<file path="src/rtl/width_pack_n.sv">
// width_pack_n: packs RATIO narrow IN_W-bit beats into one wide word with
// valid/ready on both sides, selectable lane order and early flush via in_last.
module width_pack_n #(
    parameter int IN_W      = 8,
    parameter int RATIO     = 2,
    parameter bit MSB_FIRST = 1
) (
    input  logic                  clk,
    input  logic                  rst,
    input  logic                  in_valid,
    output logic                  in_ready,
    input  logic [IN_W-1:0]       in_data,
    input  logic                  in_last,
    output logic                  out_valid,
    input  logic                  out_ready,
    output logic [IN_W*RATIO-1:0] out_data,
    output logic [RATIO-1:0]      out_keep,
    output logic                  out_last
);
    localparam int OW = IN_W * RATIO;
    localparam int CW = $clog2(RATIO);

    if (RATIO < 2 || RATIO > 16) begin : g_ratio_check
        $error("width_pack_n: RATIO must be in 2..16");
    end

    logic [CW-1:0]    cnt_q, cnt_d, lane;
    logic [OW-1:0]    acc_q, acc_d, acc_new, out_data_q, out_data_d;
    logic [RATIO-1:0] keep_q, keep_d, keep_new, out_keep_q, out_keep_d;
    logic             out_valid_q, out_valid_d, out_last_q, out_last_d;
    logic             done, accept;

    assign lane     = MSB_FIRST ? CW'(RATIO - 1) - cnt_q : cnt_q;
    assign done     = (cnt_q == CW'(RATIO - 1)) || in_last;
    // Only a completing beat needs the output slot; partial beats always flow.
    assign in_ready = !done || !out_valid_q || out_ready;
    assign accept   = in_valid && in_ready;
    assign acc_new  = acc_q | (OW'(in_data) << (lane * IN_W));
    assign keep_new = keep_q | (RATIO'(1) << lane);

    assign out_valid = out_valid_q;
    assign out_data  = out_data_q;
    assign out_keep  = out_keep_q;
    assign out_last  = out_last_q;

    always_comb begin
        cnt_d       = cnt_q;
        acc_d       = acc_q;
        keep_d      = keep_q;
        out_valid_d = out_valid_q && !out_ready;
        out_data_d  = out_data_q;
        out_keep_d  = out_keep_q;
        out_last_d  = out_last_q;
        if (accept && done) begin
            cnt_d       = '0;
            acc_d       = '0;
            keep_d      = '0;
            out_valid_d = 1'b1;
            out_data_d  = acc_new;
            out_keep_d  = keep_new;
            out_last_d  = in_last;
        end else if (accept) begin
            cnt_d  = cnt_q + CW'(1);
            acc_d  = acc_new;
            keep_d = keep_new;
        end
    end

    always_ff @(posedge clk or posedge rst) begin
        if (rst) begin
            cnt_q       <= '0;
            acc_q       <= '0;
            keep_q      <= '0;
            out_valid_q <= 1'b0;
            out_data_q  <= '0;
            out_keep_q  <= '0;
            out_last_q  <= 1'b0;
        end else begin
            cnt_q       <= cnt_d;
            acc_q       <= acc_d;
            keep_q      <= keep_d;
            out_valid_q <= out_valid_d;
            out_data_q  <= out_data_d;
            out_keep_q  <= out_keep_d;
            out_last_q  <= out_last_d;
        end
    end
endmodule
</file>
<file path="config.mk">
export PLATFORM = sky130hd
export DESIGN_NAME = width_pack_n
export DESIGN_NICKNAME = d
export VERILOG_FILES = /design/src/rtl/width_pack_n.sv
export SDC_FILE = /design/constraint.sdc
export NUM_CORES = 1
export LEC_CHECK = 0
export CORE_UTILIZATION = 42
export DETAILED_ROUTE_END_ITERATION = 10
export PLACE_DENSITY = 0.77
export SLEW_MARGIN = 20
export SYNTH_ARGS = -nofsm -noshare
export SYNTH_HDL_FRONTEND = slang
export SYNTH_SLANG_ARGS = --single-unit
</file>
<file path="constraint.sdc">
create_clock -name clk -period 1.6 [get_ports clk]
set_input_delay 0.24 -clock clk [delete_from_list [all_inputs] [get_ports clk]]
set_output_delay 0.24 -clock clk [all_outputs]
set_load 0.005 [all_outputs]
</file>
; Word level (Yosys, flattened, before mapping)
; Index checks and enable logic that the tools add are counted.
[totals]
wordCells = 30
ff_bits = 39
input_bits = 13
[classes]
addsub = 2
mux = 7
n_shift = 2
n_reduce_logical = 10
n_bitwise = 2
[ops]
columns = op, count
row1 = 16-bit two-way mux, 2
row2 = 16-bit bitwise OR, 1
row3 = 8-bit by 4-bit << shifter with 16-bit output, 1
row4 = 2-bit two-way mux, 2
row5 = 1-bit logical AND, 3
row6 = 1-bit logical NOT, 3
row7 = 1-bit logical OR, 3
row8 = 1-bit two-way mux, 3
row9 = 2-bit bitwise OR, 1
row10 = 2-bit nonzero test, 1
row11 = 1-bit by 1-bit << shifter with 2-bit output (first input constant), 1
row12 = 1-bit adder (second input constant), 1
row13 = 1-bit subtractor (first input constant), 1

; Longest topological paths before layout
; Gate-level depths: netlist of the first run.
[logic_depth]
word_depth = 7
ltp_mapped = 6
ltp_nobuf = 3

; Worst setup path before layout of the first run
; OpenSTA, ideal clock, no wires.
[synth_path]
path_kind = reg2reg
start = reg out_valid_q, in the netlist out_valid
end = reg acc_q[10]
path_slack_ns = 0.053
stages_incl_launch_ff = 7
arrival_ns = 1.426
setup_time_ns = 0.121
cell_sequence = dfrtp_1 -> nor2b_1 -> buf_2 -> or3_1 -> buf_2 -> buf_6 -> a22o_1
[synth_via]
elab_chain_cells = 6
elab_cells_between_ends = 7
classes_between = mux (1) / reduce/logical (6)
[synth_rtl]
columns = element, line
row1 = from (decl), 30  ; logic out_valid_q, out_valid_d, out_last_q, out_last_d;
row2 = from (signal assigned), 82  ; out_valid_q <= out_valid_d;
row3 = 1-bit logical NOT *, 36  ; assign in_ready = !done || !out_valid_q || out_ready;
row4 = 1-bit logical OR * (2 in series), 36
row5 = 1-bit logical AND *, 37  ; assign accept = in_valid && in_ready;
row6 = 1-bit logical AND, 54  ; if (accept && done) begin
row7 = 16-bit two-way mux / 2-bit nonzero test (equally long branches), -
row8 = to (signal assigned), 72  ; acc_q <= '0;
row9 = to (signal assigned), 80  ; acc_q <= acc_d;
row10 = to (decl), 28  ; logic [OW-1:0] acc_q, acc_d, acc_new, out_data_q, out_data_d;
; Every way passes the cells marked *; elsewhere a longest branch is shown, timed or not.
; A chain may end at the register's enable or synchronous reset.

; Final worst setup path of the first run
[layout_path]
start = in out_ready
end = out in_ready
[layout_via]
elab_chain_cells = 1
[layout_rtl]
columns = element, line
row1 = from (decl), 15  ; input logic out_ready,
row2 = 1-bit logical OR, 36
row3 = to (decl), 11  ; output logic in_ready,
; Every way passes these cells.

==> flow_metrics.tcl, run 1 <==
set metrics [dict create \
    via_per_inst 5.49 \
    start_util_pct 45.3 \
    coreArea_um2 3440 \
    async_reset_ff_share_pct 100 \
    rows 21 \
    synth_flop_cell "dfrtp_1" \
    setup_viol 0 \
    grt_max_degree 40 \
    place_ws_ps -145 \
    synthTopCellsByArea "dfrtp_1 63%, o31ai_1 7.7%, a21oi_1 5.1%" \
    drv_cap 0 \
    n_antenna_cell 0 \
    fin_cells 221 \
    gp_congestion 0.794 \
    wl_per_cell_um 15.5 \
    dpl.cell_count 213 \
    synth_edf_count 0 \
    final_nets 187 \
    irDropWorstVdd_v 0.000522 \
    dieHeight_um 62.9 \
    crit_slowest_cell "clkdlybuf4s50_1" \
    max_freq_mhz 678 \
    slew_headroom_pct 65.1 \
    fillers 285 \
    routed_wl_um 3420 \
    hpwl_um 2350 \
    ys_ff_latch 39 \
    period_minus_slack_ps 1480 \
    cp_max_fo 4 \
    synth_cell_types 25 \
    postCtsSetupBuffers 0 \
    num_vias 1214 \
    numCtsBuffers 5 \
    seq_area_frac_synth_pct 62.6 \
    rsz0062_at_grt "false" \
    synth.cell_area_um2 1560 \
    htreeDepth 2 \
    netlist_top_cells_count "39 x dfrtp_1, 16 x a21oi_1, 16 x o31ai_1" \
    die_w_um 62.9 \
    io_buffers 33 \
    area_delta_synth_final_pct 33.3 \
    setup_ws_ps 124 \
    slew_violations 0 \
    grt_pass1_vias 1240 \
    firstDrtPassIters 4 \
    syn-num-nets 147 \
    die_area_um2 3960 \
    required_ps 1360 \
    hold_viol_final 0 \
    antenna_found_initial 0 \
    cts_tree "yes" \
    cts_root_buf "clkbuf_8" \
    drive_gt1_share_pct 12.0 \
    syn_avg_cell_area_um2 11.6 \
    skew_ps 3.90 \
    hold_path_class "in -> async" \
    synth_most_common_cell "dfrtp_1" \
    slowest_delay_ps 450 \
    gr-total-overflow 0 \
    grt_use_total_pct 19.7 \
    cts_sinks 39 \
    ios 34 \
    cp-end-kind "output port" \
    antenna_left 0 \
    clk_latency_ps 290 \
    syn_inst 134 \
    yosysWarnings 0 \
    power_leakage_nw 0.933 \
    synth_top_area_share_pct 62.6 \
    clock_path_buffers 2 \
    arrival_ps 1240 \
    tightest_slew_ps 521 \
    cts.clk_slew.worst_paths_ps 70 \
    worstSetupStartpointType "input port" \
    drc 0 \
    hold_slack_ps 308 \
    drt_iter0_drc 79 \
    synth_area_leader_cell "dfrtp_1" \
    worstPathCellList "clkdlybuf4s50_1 > nor2b_2 > o21ai_0 > dlygate4sd2_1" \
    status "finished clean" \
    crit_type "in -> out" \
    grt_pass1_wl_um 5820 \
    post-route-period-util_pct 92.2 \
    p_per_area_nw_per_um2 1230 \
]
[cells by family (layout without fill, tap and decap cells)]
family	count (synthesis)	count (layout)	synth area share, %
and+or+nand+nor	19	19	7.30
DFF	39	39	62.6
buffers and inverters	13	54	4.01
AOI/OAI and AO/OA	63	63	26.1
[final cells by class]
cell class	instances	area, um^2	share of cell area, %
inverters	3	11.3	0.542
repair buffers	43	429	20.7
well taps	46	57.6	2.77
clock inverters	1	5.00	0.241
multi-input cells	82	523	25.2
flip-flops and latches	39	976	47.0
clock buffers	7	76.3	3.67
[path summary, 6_finish.rpt]
kind / depth (start not counted) / startpoint / to / slack, ps
worst max-delay path: 4 / out_ready / in_ready / 120
worst min-delay path: 3 / rst / out_keep[0] / 310
worst max register to register: 4 / out_valid / acc_q[10] / 130
worst min register to register: 1 / acc_q[2] / acc_q[2] / 490
max in group asynchronous: 3 / rst / acc_q[6] / 1100
min in group clk: 1 / acc_q[2] / acc_q[2] / 490
[worst max-delay path, delay by kind of cell]
family	cells	cell delay (ps)
AOI/OAI and AO/OA	1	100
buffers and inverters	2	720
and+or+nand+nor	1	190
[state kept, by name, indices dropped and copies added (netlist names)]
| name | cells |
|---|---|
| out_last | 1 |
| out_keep | 2 |
| acc_q | 16 |
| out_valid | 1 |
| out_data | 16 |
| keep_q | 2 |
| cnt_q | 1 |
[cells in the final DEF (no fill, tap or decap), types with 2 or more instances in the layout]
cell / count
inv_1: 2
clkbuf_1: 2
and2_1: 9
a22o_1: 8
buf_4: 8
o21ai_1: 7
a21o_1: 3
o21ai_0: 10
nand2_1: 2
clkbuf_8: 5
nand3_1: 2
buf_12: 2
o31ai_1: 16
dfrtp_1: 39
a21oi_1: 16
clkdlybuf4s50_1: 32
[what timing repair did]
action / CTS / global route
endpoints found under the hold margin: 0 / 0
gates resized for setup: 2 / 0
hold buffers: 0 / 0
endpoints found under the setup margin: 1 / 0
[power breakdown]
group / internal (mW) / total [mW] / leakage (nW) / switching [mW]
Clock: 0.305 / 0.627 / 0.0422 / 0.321
Combinational: 0.401 / 0.680 / 0.388 / 0.279
Sequential: 1.16 / 1.26 / 0.503 / 0.0998
[through the flow]
| stage | power (mW) | utilization, % | area [um^2] | TNS (ps) |
|---|---|---|---|---|
| 4_1_cts | 2.58 | 60.4 | 2080 | 0 |
| 3_3_place_gp | 1.94 | 58.0 | 2000 | -1600 |
| 3_5_place_dp | 1.96 | 58.0 | 2000 | -2100 |
| 5_1_grt | 2.71 | 60.4 | 2080 | 0 |
| 6_report | 2.56 | 60.4 | 2080 | 0 |
| 2_1_floorplan | 1.56 | - | 1560 | 0 |
[metal layers]
metal	vias to the layer above	GRT usage (%)	wire [um]
li1	572	-	-
met1	598	25.8	1570
met2	39	29.8	1620
met3	5	4.01	161
met4	0	12.2	68
met5	-	0	0
Power figures use the tool's default switching activity.
==> run 2, diff against run 1 <==
HOLD_SLACK_MARGIN = 0.03   (was default)
SKIP_LAST_GASP = 1   (was default)
==> results of run 2 <==
Same layout as run 1: the final DEF is identical, and so are final timing and power.
